File: src/rtl/mips_multicycle_ctrl_if.sv
// Control bus between the multicycle MIPS controller and its datapath/memory.
// The master side is the controller: it reads instruction fields, the ALU zero
// flag and the memory ready, and drives every select, enable and strobe.
interface mips_multicycle_ctrl_if;
    logic [5:0] op;
    logic [5:0] funct;
    logic       zero;
    logic       mem_ready;
    logic       mem_req;
    logic       iord;
    logic       memwrite;
    logic       irwrite;
    logic       pcen;
    logic       regdst;
    logic       memtoreg;
    logic       regwrite;
    logic       alusrca;
    logic [1:0] alusrcb;
    logic [1:0] pcsrc;
    logic [1:0] zeroext;
    logic [2:0] alucontrol;
    logic       fault;
    logic [3:0] state_dbg;

    modport master (
        input  op, funct, zero, mem_ready,
        output mem_req, iord, memwrite, irwrite, pcen, regdst, memtoreg,
               regwrite, alusrca, alusrcb, pcsrc, zeroext, alucontrol,
               fault, state_dbg
    );

    modport slave (
        output op, funct, zero, mem_ready,
        input  mem_req, iord, memwrite, irwrite, pcen, regdst, memtoreg,
               regwrite, alusrca, alusrcb, pcsrc, zeroext, alucontrol,
               fault, state_dbg
    );
endinterface

File: src/rtl/mips_multicycle_ctrl.sv
// Multicycle MIPS control FSM for a shared-memory datapath.
// Sequences fetch/decode/execute/memory/writeback, waits on mem_ready in the
// memory states with an optional timeout, and parks in a sticky FAULT state on
// illegal instructions or a memory timeout (leaving FAULT needs reset).
// Optional feature macro: MC_IMM_LOGIC_EN adds andi/ori (ANDIEX/ORIEX states);
// without it andi/ori decode to FAULT and zeroext is constant 00.
module mips_multicycle_ctrl #(
    parameter int MEM_TIMEOUT = 16,
    parameter int CNT_W       = 5
) (
    input  logic                       clk,
    input  logic                       reset,
    mips_multicycle_ctrl_if.master     bus
);

    localparam logic [5:0] OP_RTYPE = 6'b000000;
    localparam logic [5:0] OP_LW    = 6'b100011;
    localparam logic [5:0] OP_SW    = 6'b101011;
    localparam logic [5:0] OP_BEQ   = 6'b000100;
    localparam logic [5:0] OP_ADDI  = 6'b001000;
    localparam logic [5:0] OP_J     = 6'b000010;
`ifdef MC_IMM_LOGIC_EN
    localparam logic [5:0] OP_ANDI  = 6'b001100;
    localparam logic [5:0] OP_ORI   = 6'b001101;
`endif

    localparam logic [CNT_W-1:0] TIMEOUT_C = CNT_W'(MEM_TIMEOUT);

    typedef enum logic [3:0] {
        S_FETCH  = 4'd0,
        S_DECODE = 4'd1,
        S_MEMADR = 4'd2,
        S_MEMRD  = 4'd3,
        S_MEMWB  = 4'd4,
        S_MEMWR  = 4'd5,
        S_RTEX   = 4'd6,
        S_RTWB   = 4'd7,
        S_BEQ    = 4'd8,
        S_ADDIEX = 4'd9,
        S_IMMWB  = 4'd10,
        S_JMP    = 4'd11,
`ifdef MC_IMM_LOGIC_EN
        S_ANDIEX = 4'd12,
        S_ORIEX  = 4'd13,
`endif
        S_FAULT  = 4'd15
    } state_t;

    state_t            state_q, state_d;
    logic [CNT_W-1:0]  cnt_q, cnt_d;
    logic [CNT_W-1:0]  cnt_inc;
    logic              timeout_hit;

    // Raw (ungated) control outputs for the current state
    logic       mem_req_c, iord_c, memwrite_c, irwrite_c, pcen_c;
    logic       regdst_c, memtoreg_c, regwrite_c, alusrca_c, fault_c;
    logic [1:0] alusrcb_c, pcsrc_c, zeroext_c;
    logic [2:0] alucontrol_c;

    // Only the five supported R-type functions are legal
    function automatic logic funct_legal(input logic [5:0] f);
        case (f)
            6'b100000, 6'b100010, 6'b100100, 6'b100101, 6'b101010: return 1'b1;
            default: return 1'b0;
        endcase
    endfunction

    // ALU operation for an R-type function
    function automatic logic [2:0] rtype_alu(input logic [5:0] f);
        case (f)
            6'b100010: return 3'b110;
            6'b100100: return 3'b000;
            6'b100101: return 3'b001;
            6'b101010: return 3'b111;
            default:   return 3'b010;
        endcase
    endfunction

    assign cnt_inc     = cnt_q + CNT_W'(1);
    // The limit is reached on the cycle whose wait would bring the count to MEM_TIMEOUT
    assign timeout_hit = (MEM_TIMEOUT != 0) && (cnt_inc == TIMEOUT_C);

    // State and wait-counter registers
    always_ff @(posedge clk or negedge reset) begin
        if (!reset) begin
            state_q <= S_FETCH;
            cnt_q   <= '0;
        end else begin
            state_q <= state_d;
            cnt_q   <= cnt_d;
        end
    end

    // Next-state, wait counter and per-state control outputs
    always_comb begin
        state_d      = state_q;
        cnt_d        = '0;
        mem_req_c    = 1'b0;
        iord_c       = 1'b0;
        memwrite_c   = 1'b0;
        irwrite_c    = 1'b0;
        pcen_c       = 1'b0;
        regdst_c     = 1'b0;
        memtoreg_c   = 1'b0;
        regwrite_c   = 1'b0;
        alusrca_c    = 1'b0;
        alusrcb_c    = 2'b00;
        pcsrc_c      = 2'b00;
        zeroext_c    = 2'b00;
        alucontrol_c = 3'b010;
        fault_c      = 1'b0;

        case (state_q)
            S_FETCH: begin
                mem_req_c = 1'b1;
                alusrcb_c = 2'b01;
                irwrite_c = bus.mem_ready;
                pcen_c    = bus.mem_ready;
                if (bus.mem_ready)  state_d = S_DECODE;
                else if (timeout_hit) state_d = S_FAULT;
                else                cnt_d   = cnt_inc;
            end
            S_DECODE: begin
                alusrcb_c = 2'b11;
                case (bus.op)
                    OP_LW, OP_SW: state_d = S_MEMADR;
                    OP_RTYPE:     state_d = funct_legal(bus.funct) ? S_RTEX : S_FAULT;
                    OP_BEQ:       state_d = S_BEQ;
                    OP_ADDI:      state_d = S_ADDIEX;
                    OP_J:         state_d = S_JMP;
`ifdef MC_IMM_LOGIC_EN
                    OP_ANDI:      state_d = S_ANDIEX;
                    OP_ORI:       state_d = S_ORIEX;
`endif
                    default:      state_d = S_FAULT;
                endcase
            end
            S_MEMADR: begin
                alusrca_c = 1'b1;
                alusrcb_c = 2'b10;
                state_d   = (bus.op == OP_LW) ? S_MEMRD : S_MEMWR;
            end
            S_MEMRD: begin
                mem_req_c = 1'b1;
                iord_c    = 1'b1;
                if (bus.mem_ready)  state_d = S_MEMWB;
                else if (timeout_hit) state_d = S_FAULT;
                else                cnt_d   = cnt_inc;
            end
            S_MEMWB: begin
                regwrite_c = 1'b1;
                memtoreg_c = 1'b1;
                state_d    = S_FETCH;
            end
            S_MEMWR: begin
                mem_req_c  = 1'b1;
                iord_c     = 1'b1;
                memwrite_c = bus.mem_ready;
                if (bus.mem_ready)  state_d = S_FETCH;
                else if (timeout_hit) state_d = S_FAULT;
                else                cnt_d   = cnt_inc;
            end
            S_RTEX: begin
                alusrca_c    = 1'b1;
                alucontrol_c = rtype_alu(bus.funct);
                state_d      = S_RTWB;
            end
            S_RTWB: begin
                regwrite_c = 1'b1;
                regdst_c   = 1'b1;
                state_d    = S_FETCH;
            end
            S_BEQ: begin
                alusrca_c    = 1'b1;
                alucontrol_c = 3'b110;
                pcsrc_c      = 2'b01;
                pcen_c       = bus.zero;
                state_d      = S_FETCH;
            end
            S_ADDIEX: begin
                alusrca_c = 1'b1;
                alusrcb_c = 2'b10;
                state_d   = S_IMMWB;
            end
            S_IMMWB: begin
                regwrite_c = 1'b1;
                state_d    = S_FETCH;
            end
            S_JMP: begin
                pcsrc_c = 2'b10;
                pcen_c  = 1'b1;
                state_d = S_FETCH;
            end
`ifdef MC_IMM_LOGIC_EN
            S_ANDIEX: begin
                alusrca_c    = 1'b1;
                alusrcb_c    = 2'b10;
                zeroext_c    = 2'b01;
                alucontrol_c = 3'b000;
                state_d      = S_IMMWB;
            end
            S_ORIEX: begin
                alusrca_c    = 1'b1;
                alusrcb_c    = 2'b10;
                zeroext_c    = 2'b01;
                alucontrol_c = 3'b001;
                state_d      = S_IMMWB;
            end
`endif
            S_FAULT: begin
                fault_c = 1'b1;
            end
            default: begin
                state_d = S_FAULT;
            end
        endcase
    end

    // Force every output low while reset is held so an abandoned write cannot strobe
    always_comb begin
        bus.mem_req    = reset & mem_req_c;
        bus.iord       = reset & iord_c;
        bus.memwrite   = reset & memwrite_c;
        bus.irwrite    = reset & irwrite_c;
        bus.pcen       = reset & pcen_c;
        bus.regdst     = reset & regdst_c;
        bus.memtoreg   = reset & memtoreg_c;
        bus.regwrite   = reset & regwrite_c;
        bus.alusrca    = reset & alusrca_c;
        bus.alusrcb    = reset ? alusrcb_c    : 2'b00;
        bus.pcsrc      = reset ? pcsrc_c      : 2'b00;
        bus.zeroext    = reset ? zeroext_c    : 2'b00;
        bus.alucontrol = reset ? alucontrol_c : 3'b000;
        bus.fault      = reset & fault_c;
        bus.state_dbg  = reset ? state_q      : 4'd0;
    end

endmodule

File: src/flat_wrapper.sv
// flat-port wrapper written by rule: the top's interface ports become plain ports
module mips_multicycle_ctrl_flat 
#(
    parameter int MEM_TIMEOUT = 16,
    parameter int CNT_W       = 5
)
  (clk, reset, bus_op, bus_funct, bus_zero, bus_mem_ready, bus_mem_req, bus_iord, bus_memwrite, bus_irwrite, bus_pcen, bus_regdst, bus_memtoreg, bus_regwrite, bus_alusrca, bus_alusrcb, bus_pcsrc, bus_zeroext, bus_alucontrol, bus_fault, bus_state_dbg);
  mips_multicycle_ctrl_if bus_i ();
  input  logic clk;
  input  logic reset;
  input wire logic [$bits(bus_i.op)-1:0] bus_op;
  input wire logic [$bits(bus_i.funct)-1:0] bus_funct;
  input wire logic [$bits(bus_i.zero)-1:0] bus_zero;
  input wire logic [$bits(bus_i.mem_ready)-1:0] bus_mem_ready;
  output wire logic [$bits(bus_i.mem_req)-1:0] bus_mem_req;
  output wire logic [$bits(bus_i.iord)-1:0] bus_iord;
  output wire logic [$bits(bus_i.memwrite)-1:0] bus_memwrite;
  output wire logic [$bits(bus_i.irwrite)-1:0] bus_irwrite;
  output wire logic [$bits(bus_i.pcen)-1:0] bus_pcen;
  output wire logic [$bits(bus_i.regdst)-1:0] bus_regdst;
  output wire logic [$bits(bus_i.memtoreg)-1:0] bus_memtoreg;
  output wire logic [$bits(bus_i.regwrite)-1:0] bus_regwrite;
  output wire logic [$bits(bus_i.alusrca)-1:0] bus_alusrca;
  output wire logic [$bits(bus_i.alusrcb)-1:0] bus_alusrcb;
  output wire logic [$bits(bus_i.pcsrc)-1:0] bus_pcsrc;
  output wire logic [$bits(bus_i.zeroext)-1:0] bus_zeroext;
  output wire logic [$bits(bus_i.alucontrol)-1:0] bus_alucontrol;
  output wire logic [$bits(bus_i.fault)-1:0] bus_fault;
  output wire logic [$bits(bus_i.state_dbg)-1:0] bus_state_dbg;
  assign bus_i.op = bus_op;
  assign bus_i.funct = bus_funct;
  assign bus_i.zero = bus_zero;
  assign bus_i.mem_ready = bus_mem_ready;
  assign bus_mem_req = bus_i.mem_req;
  assign bus_iord = bus_i.iord;
  assign bus_memwrite = bus_i.memwrite;
  assign bus_irwrite = bus_i.irwrite;
  assign bus_pcen = bus_i.pcen;
  assign bus_regdst = bus_i.regdst;
  assign bus_memtoreg = bus_i.memtoreg;
  assign bus_regwrite = bus_i.regwrite;
  assign bus_alusrca = bus_i.alusrca;
  assign bus_alusrcb = bus_i.alusrcb;
  assign bus_pcsrc = bus_i.pcsrc;
  assign bus_zeroext = bus_i.zeroext;
  assign bus_alucontrol = bus_i.alucontrol;
  assign bus_fault = bus_i.fault;
  assign bus_state_dbg = bus_i.state_dbg;
  mips_multicycle_ctrl #(.MEM_TIMEOUT(MEM_TIMEOUT), .CNT_W(CNT_W)) u_core (.clk(clk), .reset(reset), .bus(bus_i));
endmodule
File: config.mk
export PLATFORM = sky130hd
export DESIGN_NAME = mips_multicycle_ctrl_flat
export DESIGN_NICKNAME = d
export VERILOG_FILES = /design/src/rtl/mips_multicycle_ctrl_if.sv /design/src/rtl/mips_multicycle_ctrl.sv /design/src/flat_wrapper.sv
export SDC_FILE = /design/constraint.sdc
export NUM_CORES = 1
export LEC_CHECK = 0
export CELL_PAD_IN_SITES_DETAIL_PLACEMENT = 1
export CELL_PAD_IN_SITES_GLOBAL_PLACEMENT = 1
export CORE_UTILIZATION = 28
export CTS_BUF_LIST = sky130_fd_sc_hd__clkbuf_8
export DETAILED_ROUTE_END_ITERATION = 16
export PLACE_DENSITY_LB_ADDON = 0.05
export SYNTH_ARGS = -nofsm -noshare
export SYNTH_HDL_FRONTEND = slang
export SYNTH_SLANG_ARGS = --single-unit
File: constraint.sdc
create_clock -name clk -period 1.7 [get_ports clk]
set_clock_uncertainty 0.15 [all_clocks]
set_input_delay 0.17 -clock clk [delete_from_list [all_inputs] [get_ports clk]]
set_output_delay 0.17 -clock clk [all_outputs]
set_load 0.01 [all_outputs]
==> impl_metrics.csv <==
group,metric,value,unit
status,status,"finished, violations left",
status,violations,"negative setup slack",
worst_hold_path,hold_path_class,"in -> async",
logic_synthesis,async_flop_share,100,%
worst_setup_path,required,1700,ps
global_route,grt_overflow,0,
sta,finalSetupViolCount,20,
final_layout,area_delta_synth_final,118,%
run,drv_cap,0,
floorplan,io_pins,39,
global_route,grtUsageTotal,25.6,%
final_layout,fin_util,63.8,%
sta,min_period,1840,ps
logic_synthesis,synth_ff_type,"dfrtp_1",
final_layout,num-nets-final,242,
floorplan,die_h,61.1,um
routing,vias,1449,
final_layout,num_antenna_cells,0,
floorplan,core,3340,um^2
logic_synthesis,synth_top_family_by_area,"simple AND/OR/NAND/NOR gates",
logic_synthesis,yosysTopAreaCell,"dfrtp_1",
power_and_ir_drop,vdd_drop_max,0.000720,V
routing,finalWirelength,5540,um
logic_synthesis,syn_area,977,um^2
sta,max_freq,544,MHz
logic_synthesis,synth_fa_ha_area_share,1.28,%
clock_network,cts_tree,"built",
clock_network,cts_buffer_depth,2,
routing,ant_nets,0,
clock_network,clk_pin_slew_worst_paths,50,ps
logic_synthesis,yosys.area_share.xor_xnor,3.46,%
routing,drc,0,
logic_synthesis,synth-compound-area-share,23.9,%
logic_synthesis,ys_seq_area_share,23.0,%
sta,grt_setup_unrepaired,"yes",
logic_synthesis,synth_area_leaders,"dfrtp_1 23%, nor2_1 6.1%, and2_1 5.1%",
placed_design,gp_congestion,0.905,
logic_synthesis,synth_warnings,0,
sta,hold_slack,455,ps
logic_synthesis,ys_types,48,
worst_setup_path,end_kind,"flip-flop",
logic_synthesis,synth-seq-cells,9,
routing,wl_per_cell,20.5,um
worst_setup_path,crit_fanout,7,
clock_network,numCtsBuffers,3,
logic_synthesis,yosysTopAreaCellShare,23.0,%
floorplan,floorplan.rows,21,
final_layout,drive_above_1_share,56.3,%
global_route,antenna_found_initial,0,
worst_setup_path,startpoint_type,"flip-flop",
worst_setup_path,path_class,"reg -> reg",
power_and_ir_drop,leakagePower,1.01,nW
sta,hold_viol_final,0,
worst_setup_path,crit_arrival,1840,ps
logic_synthesis,synthMostInstantiatedCell,"nor2_1",
sta,setup_ws,-139,ps
global_route,grt_pass1_wl,6780,um
clock_network,clock_latency,250,ps
floorplan,start_util,29.3,%
clock_network,cts.sinks,9,
logic_synthesis,synth_cells,131,
logic_synthesis,synthTopCellsByCount,"16 x nor2_1, 10 x nor3_1, 9 x dfrtp_1",
clock_network,htreeDepth,1,
routing,first_pass_iters,4,
global_route,grt_max_degree,11,
logic_synthesis,synth-edff-count,0,
floorplan,die-area,3730,um^2
power_and_ir_drop,power_density,1520,nW/um^2
placed_design,portBuffers,36,
global_route,grt_pass1_vias,1415,
logic_synthesis,avgSynthCellArea,7.46,um^2
placed_design,dp_hpwl,2830,um
routing,viasPerCell,5.37,
clock_network,cts_root_buf,"clkbuf_8",
sta,drv_slew,0,
power_and_ir_drop,power,0.00324,W
placed_design,pre_cts_slack,-493,ps
logic_synthesis,synthMuxAreaShare,2.30,%
sta,min_period_over_period,108,%
routing,drt_iter0_drc,77,
logic_synthesis,synth_simple_gate_area_share,38.4,%
floorplan,die_w,61.1,um
-- worst max-delay path: stages, from the launching register on --
cell and delay (ps):
dfrtp_1 400, buf_6 160, buf_6 120, buf_4 130, nor3_1 410, a221oi_4 130
o31ai_4 230
-- state kept, by name (all words and copies together) (netlist names) --
signal and count:
u_core.cnt_q 5, u_core.state_q 4
-- final timing paths --
path	start	to	slack (ps)	cells past startpoint
max in group asynchronous	reset	u_core.state_q[1]	450	3
min reg2reg	u_core.cnt_q[0]	u_core.cnt_q[0]	460	2
min	reset	u_core.cnt_q[1]	460	3
max reg2reg	u_core.state_q[0]	u_core.state_q[2]	-140	6
max	u_core.state_q[0]	u_core.state_q[2]	-140	6
min in group clk	u_core.cnt_q[0]	u_core.cnt_q[0]	460	2
-- layer usage --
| layer | share of wire, % | global-route usage, % | vias to the layer above |
|---|---|---|---|
| li1 | - | - | 655 |
| met3 | 3.3 | 3.57 | 11 |
| met2 | 52 | 42.5 | 47 |
| met5 | 0 | 0 | - |
| met1 | 42 | 31.3 | 736 |
| met4 | 2.8 | 15.3 | 0 |
-- logic make-up (layout without fill, tap and decap cells) --
| kind of cell | after synthesis | count (layout) |
|---|---|---|
| xor+xnor | 3 | 3 |
| compound gates | 32 | 32 |
| fa+ha+maj | 1 | 1 |
| flops | 9 | 9 |
| simple gates | 70 | 70 |
| mux | 2 | 2 |
| buf+inv | 13 | 105 |
| other cells | 1 | 2 |
-- area by class of cell --
type                       instances  area, um^2
fill                             403        1210
tap                               46        57.6
clock buffer                       3        41.3
inverter                           3        11.3
multi-input combinational        110         961
sequential                         9         229
timing repair buffer              98         826
clock inverter                     1        3.75
-- per-stage QoR --
step | area, um^2 | instances | TNS [ps]
2_1_floorplan | 981 | 132 | 0
3_3_place_gp | 1650 | 245 | -7100
3_5_place_dp | 1650 | 245 | -7720
4_1_cts | 1930 | 263 | -887
5_1_grt | 2130 | 270 | -2110
6_report | 2130 | 270 | -1340
-- report_power, final --
group | total [W] | switching, W | internal, W
Combinational | 0.00258 | 0.00122 | 0.00135
Clock | 0.000279 | 0.000118 | 0.000160
Sequential | 0.000383 | 0.0000985 | 0.000285
Total | 0.00324 | 0.00144 | 0.00180
-- what timing repair did --
action	4_1_cts	5_1_grt
gates cloned	0	0
endpoints found under the setup margin	29	27
gates resized for setup	109	53
pin swaps	11	13
buffers inserted	11	7
endpoints found under the hold margin	9	0
hold buffers	3	0
-- placed cells by master, fill, tap and decap left out, types with 4 or more instances in the layout --
master	count
nor2_1	6
and2_1	5
inv_1	4
nor2b_1	4
nand2b_4	4
o21ai_0	4
dfrtp_1	6
buf_2	15
clkdlybuf4s50_1	12
buf_4	42
nand2_1	6
nor3_2	4
a21oi_1	4
buf_6	15
nor3_1	6
nor2_4	7
Power figures use the tool's default switching activity.
